## config.mk

```make
export PLATFORM = sky130hd
export DESIGN_NAME = dvi_timing_ctrl
export DESIGN_NICKNAME = d
export VERILOG_FILES = /design/src/rtl/dvi_timing_ctrl.sv
export SDC_FILE = /design/constraint.sdc
export NUM_CORES = 1
export LEC_CHECK = 0
export ABC_AREA = 1
export BUFFER_PORTS_ARGS = -buffer_cell sky130_fd_sc_hd__buf_4
export CORE_UTILIZATION = 52
export CTS_CLUSTER_DIAMETER = 60
export DETAILED_ROUTE_END_ITERATION = 12
export GPL_ROUTABILITY_DRIVEN = 0
export HOLD_SLACK_MARGIN = 0.06
export PLACE_DENSITY = 0.8
export SLEW_MARGIN = 20
export SYNTH_ARGS = -nofsm -noshare
export SYNTH_HDL_FRONTEND = slang
export SYNTH_SLANG_ARGS = --single-unit
```

## constraint.sdc

```tcl
create_clock -name CLK -period 1.7 [get_ports CLK]
set_input_delay 0.085 -clock CLK [delete_from_list [all_inputs] [get_ports CLK]]
set_output_delay 0.085 -clock CLK [all_outputs]
set_load 0.03 [all_outputs]
```

## src/rtl/dvi_timing_ctrl.sv

```systemverilog
// dvi_timing_ctrl: video timing sequencer for a DVI/TMDS transmitter.
// It generates programmable horizontal and vertical timing and fetches pixels
// from an upstream FIFO using a request/valid handshake. Fetched data is kept
// aligned with HS, VS and DE on the transmitter bus.
//
// Enable and disable take effect only at frame boundaries. When the source
// underflows, a black pixel is sent in place of the missing one and a sticky
// flag is set.
//
// Ports:
//   CLK           pixel clock
//   RESET         asynchronous active-high reset
//   ENABLE        run request (level-sensitive)
//   PIX_REQ       pixel request to the source (stage 1)
//   PIX_VALID     source has a pixel on PIX_RGB while PIX_REQ is high
//   PIX_RGB       {R,G,B} pixel from the source
//   TX_RED/GRN/BLU, TX_HS, TX_VS, TX_DE   transmitter bus (stage 2)
//   FRAME_START   one-cycle pulse with output pixel (0,0)
//   BUSY          sequencer not idle
//   UNDERFLOW     sticky source-underflow flag
//   UNDERFLOW_CLR clears UNDERFLOW; a simultaneous set takes priority
module dvi_timing_ctrl #(
  parameter int unsigned H_ACTIVE = 640,
  parameter int unsigned H_FP     = 16,
  parameter int unsigned H_SYNC   = 96,
  parameter int unsigned H_BP     = 48,
  parameter int unsigned V_ACTIVE = 480,
  parameter int unsigned V_FP     = 10,
  parameter int unsigned V_SYNC   = 2,
  parameter int unsigned V_BP     = 33,
  parameter logic        HS_ACT   = 1'b0,
  parameter logic        VS_ACT   = 1'b0
) (
  input  logic        CLK,
  input  logic        RESET,
  input  logic        ENABLE,
  output logic        PIX_REQ,
  input  logic        PIX_VALID,
  input  logic [23:0] PIX_RGB,
  output logic [7:0]  TX_RED,
  output logic [7:0]  TX_GRN,
  output logic [7:0]  TX_BLU,
  output logic        TX_HS,
  output logic        TX_VS,
  output logic        TX_DE,
  output logic        FRAME_START,
  output logic        BUSY,
  output logic        UNDERFLOW,
  input  logic        UNDERFLOW_CLR
);

  localparam int unsigned CNT_W   = 12;
  localparam int unsigned H_TOTAL = H_ACTIVE + H_FP + H_SYNC + H_BP;
  localparam int unsigned V_TOTAL = V_ACTIVE + V_FP + V_SYNC + V_BP;

  localparam logic [CNT_W-1:0] H_LAST    = CNT_W'(H_TOTAL - 1);
  localparam logic [CNT_W-1:0] V_LAST    = CNT_W'(V_TOTAL - 1);
  localparam logic [CNT_W-1:0] H_ACT_END = CNT_W'(H_ACTIVE);
  localparam logic [CNT_W-1:0] V_ACT_END = CNT_W'(V_ACTIVE);
  localparam logic [CNT_W-1:0] H_SYN_BEG = CNT_W'(H_ACTIVE + H_FP);
  localparam logic [CNT_W-1:0] H_SYN_END = CNT_W'(H_ACTIVE + H_FP + H_SYNC);
  localparam logic [CNT_W-1:0] V_SYN_BEG = CNT_W'(V_ACTIVE + V_FP);
  localparam logic [CNT_W-1:0] V_SYN_END = CNT_W'(V_ACTIVE + V_FP + V_SYNC);

  typedef enum logic [1:0] {
    ST_IDLE = 2'd0,
    ST_RUN  = 2'd1,
    ST_STOP = 2'd2
  } state_t;

  state_t           state;
  state_t           next_state;
  logic [CNT_W-1:0] h_cnt;
  logic [CNT_W-1:0] v_cnt;

  // stage-1 decode registers (PIX_REQ doubles as stage-1 de)
  logic s1_hs;
  logic s1_vs;
  logic s1_fs;

  logic running_c;
  logic frame_last_c;
  logic h_last_c;
  logic v_last_c;
  logic underflow_set_c;

  assign running_c       = (state != ST_IDLE);
  assign h_last_c        = (h_cnt == H_LAST);
  assign v_last_c        = (v_cnt == V_LAST);
  assign frame_last_c    = h_last_c && v_last_c;
  assign underflow_set_c = PIX_REQ && !PIX_VALID;

  // state register
  always_ff @(posedge CLK or posedge RESET) begin
    if (RESET) begin
      state <= ST_IDLE;
    end else begin
      state <= next_state;
    end
  end

  // next-state: STOP keeps the frame running until its last pixel
  always_comb begin
    next_state = state;
    case (state)
      ST_IDLE: if (ENABLE) next_state = ST_RUN;
      ST_RUN:  if (!ENABLE) next_state = ST_STOP;
      ST_STOP: begin
        if (ENABLE) begin
          next_state = ST_RUN;
        end else if (frame_last_c) begin
          next_state = ST_IDLE;
        end
      end
      default: next_state = ST_IDLE;
    endcase
  end

  // BUSY tracks the state register exactly, but as a flop of its own
  always_ff @(posedge CLK or posedge RESET) begin
    if (RESET) begin
      BUSY <= 1'b0;
    end else begin
      BUSY <= (next_state != ST_IDLE);
    end
  end

  // stage 0: raster counters, held at origin while idle
  always_ff @(posedge CLK or posedge RESET) begin
    if (RESET) begin
      h_cnt <= '0;
      v_cnt <= '0;
    end else if (!running_c) begin
      h_cnt <= '0;
      v_cnt <= '0;
    end else if (h_last_c) begin
      h_cnt <= '0;
      v_cnt <= v_last_c ? '0 : v_cnt + CNT_W'(1);
    end else begin
      h_cnt <= h_cnt + CNT_W'(1);
    end
  end

  // stage 1: request and sync decode from the counter value
  always_ff @(posedge CLK or posedge RESET) begin
    if (RESET) begin
      PIX_REQ <= 1'b0;
      s1_hs   <= 1'b0;
      s1_vs   <= 1'b0;
      s1_fs   <= 1'b0;
    end else begin
      PIX_REQ <= running_c && (h_cnt < H_ACT_END) && (v_cnt < V_ACT_END);
      s1_hs   <= running_c && (h_cnt >= H_SYN_BEG) && (h_cnt < H_SYN_END);
      s1_vs   <= running_c && (v_cnt >= V_SYN_BEG) && (v_cnt < V_SYN_END);
      s1_fs   <= running_c && (h_cnt == '0) && (v_cnt == '0);
    end
  end

  // stage 2: transmitter bus, data captured in the same cycle as DE
  always_ff @(posedge CLK or posedge RESET) begin
    if (RESET) begin
      TX_DE       <= 1'b0;
      TX_HS       <= ~HS_ACT;
      TX_VS       <= ~VS_ACT;
      FRAME_START <= 1'b0;
      TX_RED      <= '0;
      TX_GRN      <= '0;
      TX_BLU      <= '0;
    end else begin
      TX_DE       <= PIX_REQ;
      TX_HS       <= s1_hs ? HS_ACT : ~HS_ACT;
      TX_VS       <= s1_vs ? VS_ACT : ~VS_ACT;
      FRAME_START <= s1_fs;
      if (PIX_REQ && PIX_VALID) begin
        TX_RED <= PIX_RGB[23:16];
        TX_GRN <= PIX_RGB[15:8];
        TX_BLU <= PIX_RGB[7:0];
      end else begin
        TX_RED <= '0;
        TX_GRN <= '0;
        TX_BLU <= '0;
      end
    end
  end

  // sticky underflow; a set in the same cycle as a clear wins
  always_ff @(posedge CLK or posedge RESET) begin
    if (RESET) begin
      UNDERFLOW <= 1'b0;
    end else if (underflow_set_c) begin
      UNDERFLOW <= 1'b1;
    end else if (UNDERFLOW_CLR) begin
      UNDERFLOW <= 1'b0;
    end
  end

endmodule

```

==> results of run 1 <==
[critical path, cell delays in order, from the launching register on]
cell and delay, ps:
dfrtp_1 370, ha_1 260, nand3_2 130, nor2_4 120, nand2_2 190, nand2_4 170, nand2_1 70, nand2_1 70
inv_1 40
[area by class of cell]
type	instances	area (µm²)	share of cell area [%]
tap	70	87.6	2.27
inverter	64	240	6.23
multi-input combinational	203	1020	26.6
sequential	60	1500	39.0
clock buffer	12	155	4.02
clock inverter	4	95.1	2.47
timing repair buffer	89	751	19.5
[power by group]
group	total [mW]	internal [mW]	switching [mW]
sequential	1.55	1.51	0.0461
clock	1.59	1.05	0.539
combinational	0.508	0.207	0.301
total	3.65	2.76	0.886
[kinds of logic (layout without fill, tap and decap cells)]
group / Yosys count / in the layout / share of synthesized area, %
AND/OR/NAND/NOR: 182 / 182 / 30.5
XOR/XNOR: 6 / 6 / 1.87
buffers and inverters: 72 / 169 / 10.3
adder cells (fa/ha/maj): 4 / 4 / 1.78
AO/OA/AOI/OAI: 11 / 11 / 2.05
flip-flops: 60 / 60 / 53.4
[layout by cell type, fill, tap and decap left out, drive strengths merged]
cell type     n
nand2        64
inv          64
buf          61
nor2         61
dfrtp        58
dlygate4sd3  28
nand3        28
nand4        13
nor3         12
clkbuf       12
o21ai         6
xor2          5
ha            4
a21oi         3
bufinv        3
dfstp         2
nor3b         2
nor4          2
a31oi         1
xnor2         1
o22ai         1
clkinv        1
[path summary, 6_finish.rpt]
check | startpoint | end | cells after the start
worst max-delay path | h_cnt[1] | v_cnt[9] | 8
worst min-delay path | PIX_VALID | TX_RED[3] | 4
worst max register to register | h_cnt[1] | v_cnt[9] | 8
worst min register to register | s1_vs | TX_VS | 1
max in group asynchronous | RESET | TX_VS | 4
min in group asynchronous | RESET | FRAME_START | 3
[metal layers]
layer	wire [µm]	vias to the layer above	share of wire [%]
li1	-	1214	-
met1	2920	1155	40
met2	3540	106	49
met3	531	32	7.3
met4	267	0	3.7
met5	0	-	0
[sequential cells by signal, indices dropped and copies added (netlist names), 2 cells and up]
signal / cells
h_cnt: 12
TX_RED: 8
v_cnt: 12
state: 2
TX_BLU: 8
TX_GRN: 8
[repair_timing]
item | in CTS | in global routing
endpoints found under the setup margin | 0 | 2
gates resized for setup | 0 | 1
hold buffers | 28 | 0
endpoints found under the hold margin | 48 | 0
==> flow_summary.json, run 1 <==
{
  "outcome": "finished, final reports clean",
  "h-tree-depth": 3,
  "die_x_um": 75.6,
  "drc": 0,
  "cts_setup_buffers": 0,
  "synth-seq-cells": 60,
  "path_class": "register to register",
  "grt_overflow": 0,
  "hold_path.class": "primary input to register",
  "worstMarginPinSlew_ps": 468,
  "met2_usage_pct": 47.0,
  "cts_tree": "yes",
  "synth_largest_area_cell": "dfrtp_1",
  "fmax_mhz": 655,
  "synthArstFlopShare_pct": 100,
  "synth_enable_flop_cells": 0,
  "top_usage_layer": "met2",
  "finalInstanceArea_um2": 3860,
  "instances_no_fill": 502,
  "grt_max_degree": 41,
  "viasPerCell": 4.99,
  "syn-num-nets": 368,
  "clock_path_buffers": 2,
  "ys.flop_type": "dfrtp_1",
  "yosysTopAreaCellShare_pct": 51.6,
  "grt_use_met3_pct": 8.60,
  "numCtsBuffers": 9,
  "cp-end-kind": "register",
  "core_um2": 5170,
  "synthTopCellsByCount": "61 x nand2_1, 60 x inv_1, 58 x dfrtp_1",
  "dp.cells": 458,
  "synth.most_common_cell": "nand2_1",
  "die-area_um2": 5710,
  "drive_gt1_share_pct": 22.7,
  "grt_pass1_wl_um": 11400,
  "ant_nets": 0,
  "fin_hold_ws_ps": 249,
  "fin_skew_ps": 4.67,
  "antenna_found_initial": 0,
  "nets": 460,
  "p_leak_nw": 2.04,
  "yosysSeqAreaShare_pct": 53.4,
  "vias": 2507,
  "power_density_nw_per_um2": 946,
  "crit_path_max_fanout": 11,
  "track_usage_pct": 28.5,
  "critPathArrivalTime_ps": 1760,
  "fin_ws_ps": 174,
  "drt-total-wl_um": 7260,
  "yosys_warnings": 0,
  "wire_per_inst_um": 14.5,
  "min_period_over_period_pct": 89.8,
  "grt_pass1_vias": 2452,
  "rows": 26,
  "drv_slew": 0,
  "startpoint_type": "register",
  "fin_util_pct": 74.6,
  "met1_usage_pct": 33.1,
  "die_y_um": 75.6,
  "cts_root_buffer": "clkbuf_8",
  "cts.sink_count": 60,
  "post-place-ws_ps": 145,
  "power_mw": 3.65,
  "hpwlAfterDp_um": 4260,
  "fill_cells": 341,
  "synth.distinct_cells": 27,
  "clkLatencyLatePin_ps": 340,
  "netlist_area_um2": 2810,
  "syn_inst": 335,
  "tns_ps": 0,
  "clk_pin_slew_ps": 70,
  "critPathRequiredTime_ps": 1940,
  "yosys-top-cells-area": "dfrtp_1 52%, nand2_1 8.1%, inv_1 8.0%, nor2_1 6.9%, nand3_1 4.6%",
  "area_delta_synth_final_pct": 37.1,
  "drt_pass1_iterations": 5,
  "start_util_pct": 54.4,
  "pin_count": 60,
  "setup_viol": 0,
  "fin_crit_ps": 1530,
  "antenna_cells": 0,
  "synth_area_per_cell_um2": 8.40,
  "placed_area_um2": 3320,
  "rrSetupSlack_ps": 170,
  "max_cap_violations": 0,
  "finalHoldViolations": 0,
  "slew_headroom_pct": 68.7,
  "drt-initial-drc-count": 139,
  "numPortBuffers": 59,
  "ir_drop_mv": 0.568,
  "rsz0062_at_grt": "no"
}
Power figures use the tool's default switching activity.
==> run 2: changes to the inputs <==
==> constraint.sdc (replaced) <==
create_clock -name CLK -period 1.6 [get_ports CLK]
set_input_delay 0.08 -clock CLK [delete_from_list [all_inputs] [get_ports CLK]]
set_output_delay 0.08 -clock CLK [all_outputs]
set_load 0.03 [all_outputs]
==> flow_summary.json, run 2 (synthesized netlist as in run 1, its figures left out) <==
{
  "ir_drop_mv": 0.625,
  "path_class": "register to register",
  "grt_max_degree": 61,
  "slew_headroom_pct": 76.7,
  "startpoint_type": "register",
  "cts.sink_count": 60,
  "drive_gt1_share_pct": 24.4,
  "largestRegisters": "h_cnt x12, v_cnt x12",
  "numPortBuffers": 59,
  "critPathRequiredTime_ps": 1830,
  "grt_pass1_vias": 2410,
  "fin_ws_ps": 43.3,
  "drt_pass1_iterations": 4,
  "outcome": "finished, final reports clean",
  "start_util_pct": 54.4,
  "setup_viol": 0,
  "finalInstanceArea_um2": 3890,
  "worstMarginPinSlew_ps": 349,
  "antenna_found_initial": 0,
  "wire_per_inst_um": 14.2,
  "fin_util_pct": 75.2,
  "hpwlAfterDp_um": 4340,
  "h-tree-depth": 3,
  "numCtsBuffers": 9,
  "pin_count": 60,
  "viasPerCell": 5.05,
  "cts_tree": "yes",
  "rows": 26,
  "die_y_um": 75.6,
  "final_cell_mix": "66 x buf_4, 61 x nand2_1, 59 x inv_1",
  "final_common_cell": "buf_4",
  "clkLatencyLatePin_ps": 340,
  "grt_overflow": 0,
  "placed_area_um2": 3330,
  "nets": 466,
  "max_cap_violations": 0,
  "fin_skew_ps": 6.38,
  "drt-initial-drc-count": 191,
  "vias": 2565,
  "finalHoldViolations": 0,
  "core_um2": 5170,
  "ant_nets": 0,
  "power_density_nw_per_um2": 957,
  "antenna_cells": 0,
  "p_leak_nw": 2.05,
  "cp-end-kind": "register",
  "drv_slew": 0,
  "die-area_um2": 5710,
  "met2WireLength_um": 3470,
  "grt_pass1_wl_um": 11000,
  "dp.cells": 459,
  "met3_length_um": 560,
  "track_usage_pct": 26.9,
  "instances_no_fill": 508,
  "clock_path_buffers": 2,
  "drt-total-wl_um": 7220,
  "cts_root_buffer": "clkbuf_8",
  "min_period_over_period_pct": 97.3,
  "crit_path_max_fanout": 5,
  "post-place-ws_ps": 112,
  "clk_pin_slew_ps": 70,
  "fin_crit_ps": 1560,
  "die_x_um": 75.6,
  "power_mw": 3.72,
  "critPathArrivalTime_ps": 1780,
  "highest_layer": "met4",
  "met1_length_um": 3010,
  "hold_path.class": "primary input to register",
  "area_delta_synth_final_pct": 38.2,
  "fmax_mhz": 642,
  "drc": 0
}
run 2: changes by cell type in the layout (fill, tap and decap cells not counted), sizes merged:
cell      change
bufinv        -1
buf           +6
clkinvlp      +1
run 2: area by class of cell:
cell class / count / area, µm²
Sequential cell: 60 / 1500
Fill cell: 326 / 1280
Multi-Input combinational cell: 203 / 1040
Timing Repair Buffer: 95 / 796
Inverter: 64 / 240
Clock buffer: 12 / 145
Tap cell: 70 / 87.6
Clock inverter: 4 / 72.6
run 2: power by group:
part           internal, mW  total (mW)  switching [mW]
clock network         0.918        1.52           0.599
logic                 0.234       0.554           0.320
registers              1.60        1.65          0.0535
run 2: final timing paths:
| check | slack, ps | to | from | depth (start not counted) |
|---|---|---|---|---|
| setup / recovery | 40 | v_cnt[7] | v_cnt[0] | 9 |
| max in group asynchronous | 960 | TX_HS | RESET | 4 |
| min in group asynchronous | 350 | TX_BLU[0] | RESET | 4 |
| setup reg to reg | 40 | v_cnt[7] | v_cnt[0] | 9 |
| hold reg to reg | 350 | TX_VS | s1_vs | 1 |
| hold / removal | 220 | TX_GRN[7] | PIX_VALID | 4 |
run 2: timing repair:
action,CTS,global route
hold buffers,28,0
gates resized for setup,0,5
endpoints found under the setup margin,0,12
buffers inserted,0,5
endpoints found under the hold margin,86,0
run 2: routing by layer:
metal  vias up  GRT usage [%]
li1       1226              -
met1      1201           32.0
met2       115           45.1
met3        23           7.41
met4         0           13.0
met5         -              0
run 2: through the flow:
stage               hold slack (ps)  TNS (ps)
finish                          220         0
CTS                             217         0
floorplan                       180         0
detailed placement              174         0
global route                    236     -48.0
global placement                171         0
run 2: critical path, stage by stage (launching register included):
cell	delay [ps]
dfrtp_1	440
inv_1	120
ha_1	190
nand2_1	100
nor2_1	150
nand3_2	140
nand2_1	130
nor2_4	60
nand2_1	60
nand2_1	50
